File: src/rtl/rom_weight_sequencer.sv
// rom_weight_sequencer: pairs activations with ROM weights, streams beats to a MAC, then fetches the bias
module rom_weight_sequencer #(
  parameter int DEPTH    = 3,
  parameter int WIDTH    = 8,
  parameter int N_INPUTS = 7
) (
  input  logic             clk_i,
  input  logic             reset_i,
  input  logic             start_i,
  output logic             busy_o,
  output logic             done_o,
  input  logic [WIDTH-1:0] data_i,
  input  logic             valid_i,
  output logic             ready_o,
  output logic [DEPTH-1:0] rom_addr_o,
  input  logic [WIDTH-1:0] rom_data_i,
  output logic [WIDTH-1:0] act_o,
  output logic [WIDTH-1:0] weight_o,
  output logic             first_o,
  output logic             last_o,
  output logic             valid_o,
  input  logic             ready_i,
  output logic [WIDTH-1:0] bias_o
);
  typedef enum logic [2:0] {IDLE, PRIME, RUN, BIAS, DRAIN} state_e;
  localparam logic [DEPTH-1:0] LAST_IDX  = DEPTH'(N_INPUTS - 1);
  localparam logic [DEPTH-1:0] BIAS_ADDR = DEPTH'(N_INPUTS);
  state_e           state_q, state_d;
  logic [DEPTH-1:0] cnt_q;
  logic [WIDTH-1:0] act_q, weight_q, bias_q;
  logic             valid_q, first_q, last_q;
  logic             out_free, accept, drain_ok;
  // Handshake, ROM address and next-state decode; the ROM is addressed one cycle ahead of use
  always_comb begin
    out_free   = !valid_q | ready_i;
    ready_o    = (state_q == RUN) & out_free;
    accept     = valid_i & ready_o;
    drain_ok   = (state_q == DRAIN) & out_free;
    done_o     = drain_ok;
    busy_o     = (state_q != IDLE) | valid_q;
    rom_addr_o = (state_q == RUN) ? (accept ? cnt_q + DEPTH'(1) : cnt_q) :
                 (state_q == BIAS || state_q == DRAIN) ? BIAS_ADDR : '0;
    state_d    = (state_q == IDLE && start_i) ? PRIME :
                 (state_q == PRIME) ? RUN :
                 (accept && cnt_q == LAST_IDX) ? BIAS :
                 (state_q == BIAS) ? DRAIN :
                 drain_ok ? IDLE : state_q;
  end
  // Sequencer state, index counter, output beat register and bias capture
  always_ff @(posedge clk_i or posedge reset_i) begin
    if (reset_i) begin
      state_q  <= IDLE;
      cnt_q    <= '0;
      act_q    <= '0;
      weight_q <= '0;
      bias_q   <= '0;
      valid_q  <= 1'b0;
      first_q  <= 1'b0;
      last_q   <= 1'b0;
    end else begin
      state_q <= state_d;
      if (state_q == IDLE && start_i) cnt_q <= '0;
      if (accept) begin
        act_q    <= data_i;
        weight_q <= rom_data_i;
        valid_q  <= 1'b1;
        first_q  <= (cnt_q == '0);
        last_q   <= (cnt_q == LAST_IDX);
        cnt_q    <= cnt_q + DEPTH'(1);
      end else if (ready_i) begin
        valid_q <= 1'b0;
      end
      if (state_q == BIAS) bias_q <= rom_data_i;
    end
  end
  assign act_o    = act_q;
  assign weight_o = weight_q;
  assign bias_o   = bias_q;
  assign valid_o  = valid_q;
  assign first_o  = first_q;
  assign last_o   = last_q;
endmodule

File: config.mk
export PLATFORM = sky130hd
export DESIGN_NAME = rom_weight_sequencer
export DESIGN_NICKNAME = d
export VERILOG_FILES = /design/src/rtl/rom_weight_sequencer.sv
export SDC_FILE = /design/constraint.sdc
export NUM_CORES = 1
export LEC_CHECK = 0
export BUFFER_PORTS_ARGS = -buffer_cell sky130_fd_sc_hd__buf_2
export CAP_MARGIN = 15
export CORE_MARGIN = 2
export CORE_UTILIZATION = 30
export CTS_CLUSTER_DIAMETER = 50
export DETAILED_ROUTE_END_ITERATION = 16
export SLEW_MARGIN = 20
export SYNTH_ARGS = -nofsm -noshare
export SYNTH_HDL_FRONTEND = slang
export SYNTH_SLANG_ARGS = --single-unit
File: constraint.sdc
create_clock -name clk_i -period 3.2 [get_ports clk_i]
set_input_delay 0.32 -clock clk_i [delete_from_list [all_inputs] [get_ports clk_i]]
set_output_delay 0.32 -clock clk_i [all_outputs]
set_load 0.05 [all_outputs]
# Word level (Yosys, flattened, before mapping)

Index checks and enable logic that the tools add are counted.

Output and inout bits: 33
Logic and storage cells: 41
Flip-flop bits (word level): 33
Bits of input ports: 21

Mux-type cells: 12
Reduce and logical (&&, ||, !) cells: 10
Equal/unequal tests: 5
Bitwise operators: 5
Add/subtract/negate cells: 1

Operators with widths:

| operator                                                               | number |
|---|---|
| 3-bit 2-to-1 mux                                                       | 10 |
| 3-bit by 2-bit equality test with 1-bit output (second input constant) | 2 |
| 3-bit equality test (second input constant)                            | 2 |
| 3-bit logical NOT                                                      | 2 |
| 5-bit nonzero test                                                     | 1 |
| 2-bit nonzero test                                                     | 2 |
| 3-bit by 1-bit adder with 3-bit output (second input constant)         | 1 |
| 1-bit AND                                                              | 3 |
| 3-bit by 1-bit equality test with 1-bit output (second input constant) | 1 |
| 3-bit nonzero test                                                     | 1 |
| 1-bit logical AND                                                      | 2 |
| 1-bit 2-to-1 mux                                                       | 2 |
| 1-bit OR                                                               | 2 |
| 1-bit logical NOT                                                      | 1 |
| 1-bit logical OR                                                       | 1 |

# Logic depth before layout (Yosys ltp)

Gate-level depths: netlist of run 1.

Depth in word-level cells: 8
Gate-level depth with buffers: 8
Depth with buffers taken out: 6

# Worst setup path before layout of run 1

OpenSTA, ideal clock, no wires.

Path kind: reg-to-output
From: reg valid_q, in the netlist valid_o
To: out rom_addr_o[0]
Buffers on the path: 2
Data required time: 2.880 ns
Setup slack: 0.095 ns
Stages on the path, launching flop included: 9
Arrival time: 2.785 ns
Cell sequence: dfrtp_1 -> nand2b_1 -> nand4b_4 -> inv_2 -> buf_6 -> buf_6 -> ha_1 -> nor2b_1 -> o21ai_0

Word-level cells in the longest chain between the ends: 6

RTL lines:

| what                          | line | RTL |
|---|---|---|
| start: declaration            | 31   | `logic valid_q, first_q, last_q;` |
| start signal: assignment      | 57   | `valid_q <= 1'b0;` |
| start signal: assignment      | 66   | `valid_q <= 1'b1;` |
| start signal: assignment      | 71   | `valid_q <= 1'b0;` |
| 1-bit logical NOT             | 35   | `out_free = !valid_q \| ready_i;` |
| 1-bit OR                      | 35   |  |
| 1-bit AND                     | 36   | `ready_o = (state_q == RUN) & out_free;` |
| 1-bit AND                     | 37   | `accept = valid_i & ready_o;` |
| via accept                    | 32   | `logic out_free, accept, drain_ok;` |
| 3-bit 2-to-1 mux (2 in a row) | 41   | `rom_addr_o = (state_q == RUN) ? (accept ? cnt_q + DEPTH'(1) : cnt_q) :` |
| end: declaration              | 15   | `output logic [DEPTH-1:0] rom_addr_o,` |

The timed path passes the listed nets, and every way through them passes these cells.

# Final worst setup path of run 1

From: reg state_q[2]
To: out rom_addr_o[0]

Word-level cells in the longest chain between the ends: 5
Elaborated cells on any way between the ends: 9
Those cells by class: 3 x eq/ne; 3 x mux; 2 x bitwise; 1 x reduce/logical

RTL lines:

| what                                           | line   | RTL |
|---|---|---|
| start: declaration                             | 28     | `state_e state_q, state_d;` |
| start signal: assignment                       | 61     | `state_q <= state_d;` |
| 3-bit by 2-bit equality test with 1-bit output | 36, 41 |  |
| 1-bit AND                                      | 36     |  |
| 1-bit AND                                      | 37     |  |
| 3-bit 2-to-1 mux                               | 41     |  |
| 3-bit 2-to-1 mux *                             | 41     |  |

Mark *: on every way between the ends. The rest lies on a longest branch, timed or not.

==> results of run 1 <==
## state kept, by name, indices dropped and copies added, names as in the netlist
| name | flops |
|---|---|
| act_o | 8 |
| bias_o | 8 |
| cnt_q | 3 |
| first_o | 1 |
| last_o | 1 |
| state_q | 3 |
| valid_o | 1 |
| weight_o | 8 |
## critical path, stage by stage (launching register included)
cell and delay, ns:
dfrtp_1 0.44, and2b_4 0.30, nand4b_4 0.33, inv_2 0.42
ha_1 0.30, nor2b_1 0.12, o21ai_0 0.13, buf_2 0.28
## cell usage after synthesis, drive strengths merged
cell type  count
and2b          1
a21oi          3
o211ai         1
or2b           1
nor3b          2
nand2b         4
mux2i          1
a311oi         1
dfrtp         33
o22a           1
mux2           9
nor2           2
buf            5
xor2           1
nand2         55
o21ai          3
ha             4
nor3           2
a22oi          1
nand3          2
o21a           1
nand4b         1
xnor2          1
nor2b          2
inv            4
a211o          1
## layout make-up
cell class,instances,share of cell area
Clock buffer,7,0.0454
Clock inverter,1,0.0158
Inverter,4,0.00789
Multi-Input combinational cell,100,0.309
Sequential cell,33,0.434
Tap cell,67,0.0441
Timing Repair Buffer,54,0.143
## worst max-delay path by stage
stage	start	to	slack [ns]	cells past startpoint
finish	state_q[2]	rom_addr_o[0]	0.28	7
global route	state_q[2]	rom_addr_o[0]	0.008	7
CTS	state_q[2]	rom_addr_o[0]	0.24	7
detailed placement	state_q[2]	rom_addr_o[0]	0.54	7
global placement	state_q[2]	rom_addr_o[0]	0.60	7
floorplan	valid_o	rom_addr_o[0]	0.1	8
## logic make-up (layout without fill, tap and decap cells)
logic type	Yosys count	in the layout
AO/OA/AOI/OAI	12	12
XOR/XNOR	2	2
adder cells (fa/ha/maj)	4	4
buffers and inverters	9	66
flip-flops	33	33
multiplexers	10	10
AND/OR/NAND/NOR	72	72
## metrics by stage
stage               worst slack (ns)  cell area (µm²)  instances  utilization  hold WS (ns)
detailed placement             0.541             1790        258        0.378         0.436
finish                         0.284             1900        266        0.403         0.126
global placement               0.599             1790        258        0.378         0.432
CTS                            0.242             1900        266        0.403         0.139
floorplan                     0.0950             1470        142            -         0.407
global route                 0.00770             1900        266        0.403         0.171
## cell usage in the layout, fill, tap and decap left out, types with 3 or more instances in the layout
master	count
nand2b_1	4
ha_1	4
o21ai_0	3
nand2_1	54
clkbuf_8	6
buf_2	53
mux2_2	8
dfrtp_1	33
inv_1	3
a21oi_1	3
## per-layer routing
metal	global-route usage	wire length [µm]	up-vias
met5	0	0	-
met4	0.0242	0	0
met3	0.0439	187	0
met2	0.181	1360	39
met1	0.160	1480	535
li1	-	-	572
==> impl_results.md, run 1 <==
- Post-CTS Setup Bufs: 0
- Port Buffers: 53
- Synth cell types: 30
- Detailed-route wire length per cell: ~11 µm
- Cells on worst reg2reg path: 5
- DR iter-0 viols: 54
- Final hold violations: 0
- Residual DRC: 0
- Worst hold path class: in -> async
- Share of cells above drive strength 1: 0.367
- Row cnt: 25
- Nets: 223
- Post-Synth XOR/XNOR Area: 0.0119
- CTS Hold Bufs: 0
- GP Congestion: ~0.81
- Global route overflow: 0
- ANT cells: 0
- CP arrival: 2.60 ns
- Vias per cell: 4.31
- Antenna-violating nets left: 0
- RSZ-0062 raised after global routing: false
- First-pass GRT wire length: 4.94 mm
- Clock Skews: 0.00261 ns
- Final Setup Violations: 0
- Initial antenna violation count: 0
- Final wirelength: 3.03 mm
- Synth top area share: 0.563
- Reg-to-reg endpoint: cnt_q[0]
- Slew margin rel.: 0.720
- Syn avg cell area: 10.3 µm²
- Area grow syn2layout: 29.7%
- R2R Setup Slk: about 1.2 ns
- Vias in the first global route: between 1000 and 1500
- Initial Util: 0.310
- Setup TNS: 0 ns
- Mapped cell area: 0.00147 mm²
- Die width: 73.9 µm
- Critical path class: reg -> out
- Max cap viols: 0
- Status: finished, final reports clean
- Cell taking the most area after synthesis: dfrtp_1
- CTS max path bufs: 2
- RR Startpoint: state_q[2]
- Yosys warns: 0
- Final HPWL DP: 2.18 mm
- H-tree levels: 2
- Total track usage: 0.118
- CTS Buf Count: 5
- Largest family of logic cells by synthesized area: simple AND/OR/NAND/NOR gates
- CTS tree: yes
- Die Height: 73.9 µm
- Tmin final: 2.92 ns
- Core area: 0.00472 mm²
- Syn Nets: ~170
- Vias: 1146
- Largest cells by area after synthesis: dfrtp_1 56%, nand2_1 14%, mux2_2 6.1%
- Worst-Margin Slew: 0.421 ns
- #FFs+latches synth: 33
- Clock Latency Late Sink: ~0.27 ns
- CP Max Fanout: 23
- Register area: 826 µm²
- Worst-path clk slew: 0.06 ns
- Setup crit end kind: output pin
- TritonRoute pass-1 iters: 4
- Synth Area in Adders: 0.0341
- Final max-slew violation count: 0
- Compound-cell area share of the yosys netlist: 0.0538
- Mux share of post-synthesis cell area: 0.0759
- WP data required: 2.88 ns
- Register area share after synthesis: 0.563
- Multi-input gate area: 588 µm²
- Post-Syn Instances: about 140
- Sink Count: 33
- Clk root buf: clkbuf_8
- Die area: ~0.0055 mm²
- Max Freq: about 340 MHz
- CP startpoint kind: flip-flop
- Tcrit/Tclk final: 0.911
- I/O pins: 54
- # fillers: 502
- Synth Area in Simple Gates: 0.225
- Gates resized, CTS repair: 0
- Largest net degree at the start of global routing: 34
Power of run 1 is left out: the tool's default activity adds up to more than one toggle a clock period on the data nets, which glitch-free logic cannot reach.
==> run 2: changes to the inputs <==
--- a/config.mk
+++ b/config.mk
@@ -7,10 +7,11 @@
 export LEC_CHECK = 0
 export BUFFER_PORTS_ARGS = -buffer_cell sky130_fd_sc_hd__buf_2
 export CAP_MARGIN = 15
-export CORE_MARGIN = 2
 export CORE_UTILIZATION = 30
 export CTS_CLUSTER_DIAMETER = 50
 export DETAILED_ROUTE_END_ITERATION = 16
+export GPL_TIMING_DRIVEN = 0
+export PLACE_DENSITY = 0.6
 export SLEW_MARGIN = 20
 export SYNTH_ARGS = -nofsm -noshare
 export SYNTH_HDL_FRONTEND = slang
==> run 2 against run 1 <==
Compared with the run above:
- maximum frequency up 8.2%
- worst setup slack better by 0.22 ns
- highest routed layer is now met4
- register-to-register slack better by 0.35 ns
- flip-flop and latch count unchanged
- clock skew up 0.0069 ns
==> impl_results.md, run 2 (same netlist as run 1, synthesis figures left out) <==
- Final max-slew violation count: 0
- ANT cells: 0
- Critical path class: reg -> out
- GP Congestion: approximately 0.73
- Crit-path cells: and2b_4 > nand4b_4 > inv_2 > buf_6 > buf_6 > ha_1 > nor2b_1 > o21ai_0 > buf_2
- Setup TNS: 0 ns
- Final wirelength: just over 3 mm
- Final worst-path setup slack: 0.504 ns
- Tmin final: 2.70 ns
- Tcrit/Tclk final: 0.842
- Dpl ws: between 0.8 and 0.9 ns
- CP Max Fanout: 10
- Vias: 1165
- Cells on worst reg2reg path: 7
- Row cnt: 25
- Slew margin rel.: 0.536
- Max Freq: 371 MHz
- Antenna-violating nets left: 0
- Largest net degree at the start of global routing: 34
- WP data required: 2.88 ns
- Reg-to-reg endpoint: cnt_q[0]
- CP startpoint kind: flip-flop
- Global Route met1 Usage: 0.170
- Crit path max-delay family: buffers and inverters
- Most frequent cells in the layout: 56 x buf_2, 54 x nand2_1, 33 x dfrtp_1
- R2R Setup Slk: 1.50 ns
- Clock Skews: 0.00948 ns
- CTS Hold Bufs: 0
- Global route overflow: 0
- CP bufs+invs: 4
- Final Cell Area: 0.00190 mm²
- Setup crit end kind: output pin
- DP Area: 0.00182 mm²
- Die area: approximately 0.0052 mm²
- RR Startpoint: state_q[2]
- Vias in the first global route: 1098
- DR iter-0 viols: 16
- Die Height: 71.9 µm
- Clk root buf: clkbuf_8
- CTS max path bufs: 2
- Slowest stage delay, CP: between 0.4 and 0.5 ns
- Post-CTS Setup Bufs: 0
- Total track usage: 0.131
- Max cap viols: 0
- M3 GR Usage: 0.0444
- WHS: 0.142 ns
- Detailed-route wire length per cell: 11.5 µm
- Final hold violations: 0
- Final Setup Violations: 0
- I/O pins: 54
- CP arrival: 2.38 ns
- TritonRoute pass-1 iters: 4
- Crit path top cell by count: buf_6
- Worst-Margin Slew: 0.696 ns
- Worst-path clk slew: 0.07 ns
- Sink Count: 33
- GR peak layer: met2
- First-pass GRT wire length: about 5.2 mm
- Port Buffers: 53
- Commonest non-fill, non-tap cell in the layout: buf_2
- Worst hold path class: in -> async
- Share of cells above drive strength 1: 0.384
- Initial Util: 0.310
- RSZ-0062 raised after global routing: false
- CP max stage cell: dfrtp_1
- CTS tree: yes
- Nets: 227
- Status: finished, final reports clean
- Clock Latency Late Sink: 0.28 ns
- CTS Buf Count: 5
- Final HPWL DP: 2.19 mm
- Initial antenna violation count: 0
- Residual DRC: 0
- Core area: 0.00472 mm²
- Die width: 71.9 µm
- Vias per cell: 4.31
- Gates resized, CTS repair: 0
- Met2 GRT Util: 0.208
- H-tree levels: 2
- Area grow syn2layout: 29.4%
## run 2: cell count changes in the layout (fill, tap and decap cells not counted), sizes merged
cell | before | now
clkbuf | 7 | 6
bufinv | 1 | 0
clkinv | 0 | 2
buf | 54 | 58
## run 2: final cells by class
type | count | area (µm²)
Tap cell | 67 | 83.8
Clock inverter | 2 | 10.0
Inverter | 4 | 15.0
Sequential cell | 33 | 826
Multi-Input combinational cell | 100 | 588
Fill cell | 481 | 2830
Clock buffer | 6 | 72.6
Buffer | 5 | 37.5
Timing Repair Buffer | 53 | 265
## run 2: worst max path at each step
stage	startpoint	to	depth (start not counted)
2_1_floorplan	valid_o	rom_addr_o[0]	8
3_3_place_gp	state_q[2]	rom_addr_o[0]	9
3_5_place_dp	state_q[2]	rom_addr_o[0]	9
4_1_cts	state_q[2]	rom_addr_o[0]	9
5_1_grt	state_q[2]	rom_addr_o[0]	9
6_report	state_q[2]	rom_addr_o[0]	9
## run 2: metal layers
metal / routed length [µm] / part of all wire
met3: 168 / 0.054
met2: 1420 / 0.46
met4: 35 / 0.011
met5: 0 / 0
met1: 1490 / 0.48
## run 2: through the flow
step,utilization,instances
after floorplan,-,142
after global placement,0.384,262
after detailed placement,0.384,262
after CTS,0.402,270
after global routing,0.402,270
final,0.402,270
## run 2: worst reg2reg max path: stages (launching register included)
cell and delay [ns]:
dfrtp_1 0.46, and2b_4 0.24, nand4b_4 0.11, inv_2 0.05
buf_6 0.14, buf_6 0.15, ha_1 0.17, mux2_1 0.27
Power of run 2 is left out for the same reason.
==> run 3: changes to the inputs <==
==> constraint.sdc (replaced) <==
create_clock -name clk_i -period 2.6 [get_ports clk_i]
set_input_delay 0.26 -clock clk_i [delete_from_list [all_inputs] [get_ports clk_i]]
set_output_delay 0.26 -clock clk_i [all_outputs]
set_load 0.05 [all_outputs]
==> run 3 against run 2 <==
Compared with the run above:
- clock skew fell by 0.0037 ns
- worst setup slack lost 0.37 ns
- register-to-register slack lost 0.58 ns
- die area unchanged
- first-iteration DRC count rose by 140%
- via count fell by 0.69%
- non-clock buffer count unchanged
- count of clock-buffer cells in the layout rose by 1
- global-route usage is 0.086 points lower
- critical path depth unchanged
- critical path type unchanged
==> impl_results.md, run 3 (same netlist as run 1, synthesis figures left out) <==
- Largest net degree at the start of global routing: 34
- Total track usage: 0.130
- Multi-input gate area: 592 µm²
- Setup crit end kind: output pin
- ANT cells: 0
- Setup TNS: 0 ns
- Slew margin rel.: 0.534
- Clock Skews: 0.00576 ns
- Die area: 0.00517 mm²
- Area grow syn2layout: 30.5%
- Tcrit/Tclk final: 0.948
- WP data required: 2.34 ns
- Most frequent cells in the layout: 55 x buf_2, 54 x nand2_1, 32 x dfrtp_1
- CTS tree: yes
- Final max-slew violation count: 0
- I/O pins: 54
- RSZ-0062 raised after global routing: false
- Final hold violations: 0
- Port Buffers: 53
- Commonest non-fill, non-tap cell in the layout: buf_2
- CTS Buf Count: 5
- Final HPWL DP: 2.19 mm
- First-pass GRT wire length: between 5 and 6 mm
- # fillers: 494
- Worst hold path class: in -> async
- Register area: 827 µm²
- Crit path top cell by count: buf_6
- Die width: 71.9 µm
- Status: finished, final reports clean
- Worst-Margin Slew: between 0.6 and 0.7 ns
- Clk root buf: clkbuf_8
- CP max stage cell: dfrtp_2
- Die Height: 71.9 µm
- Residual DRC: 0
- Vias per cell: 4.30
- Initial Util: 0.310
- Final Setup Violations: 0
- Max Freq: 406 MHz
- Crit-path cells: and2b_4 > nand4b_4 > inv_2 > buf_6 > buf_6 > ha_1 > nor2b_1 > o21ai_2 > buf_6
- Tmin final: 2.47 ns
- Vias in the first global route: around 1100
- CTS Hold Bufs: 0
- Final wirelength: 3.06 mm
- Core area: between 0.004 and 0.005 mm²
- Nets: between 200 and 250
- Slowest stage delay, CP: 0.45 ns
- TritonRoute pass-1 iters: 4
- GP Congestion: around 0.69
- Row cnt: 25
- Share of cells above drive strength 1: 0.391
- DR iter-0 viols: 38
- Max cap viols: 0
- Critical path class: reg -> out
- Antenna-violating nets left: 0
- CP arrival: 2.21 ns
- Vias: around 1200
- Clock Latency Late Sink: 0.28 ns
- Initial antenna violation count: 0
- CP startpoint kind: flip-flop
- CTS max path bufs: 2
- Global route overflow: 0
- Detailed-route wire length per cell: roughly 11 µm
- CP Max Fanout: 10
- H-tree levels: 2
- Worst-path clk slew: 0.07 ns
- Sink Count: 33
[run 3: changes by cell type in the layout (fill, tap and decap cells not counted), sizes merged]
cell	before	now
clkinv	2	0
clkbuf	6	7
[run 3: metrics by stage]
step	hold WS [ns]	worst slack (ns)	util	cell area (µm²)	instances
after floorplan	0.347	0.139	-	1470	142
after global placement	0.453	0.338	0.385	1820	262
after detailed placement	0.423	0.345	0.385	1820	262
after CTS	0.115	0.0137	0.403	1910	269
after global routing	0.161	0.00690	0.405	1910	269
final	0.0915	0.135	0.405	1910	269
[run 3: critical path: cells and delay by family, from the launching register on]
family	cells	cell delay, ns
fa+ha+maj	1	0.23
compound gates	1	0.13
flops	1	0.45
simple gates	3	0.56
buf+inv	4	0.55
[run 3: cell type report]
class | count | area share
plain buffers | 5 | 0.0196
clock buffers | 7 | 0.0451
inverters | 4 | 0.00785
multi-input cells | 100 | 0.309
flip-flops and latches | 33 | 0.432
well taps | 67 | 0.0438
repair buffers | 53 | 0.142
[run 3: routing by layer]
layer,part of all wire,global-route usage
met5,0,0
met4,0.010,0.0392
met3,0.055,0.0444
met2,0.44,0.205
met1,0.50,0.169
[run 3: final timing paths]
check	startpoint	endpoint	slack [ns]	depth (start not counted)
setup / recovery	state_q[2]	rom_addr_o[0]	0.13	9
hold / removal	reset_i	state_q[0]	0.09	2
setup reg to reg	state_q[1]	cnt_q[0]	0.92	7
hold reg to reg	last_o	last_o	0.47	2
max in group asynchronous	reset_i	state_q[2]	2.02	2
min in group clk_i	data_i[0]	act_o[0]	0.18	3
[run 3: what timing repair did]
| action | 4_1_cts | 5_1_grt |
|---|---|---|
| resized for setup | 0 | 4 |
| setup buffers | 0 | 0 |
| endpoints found under the setup margin | 0 | 1 |
Power of run 3 is left out for the same reason.
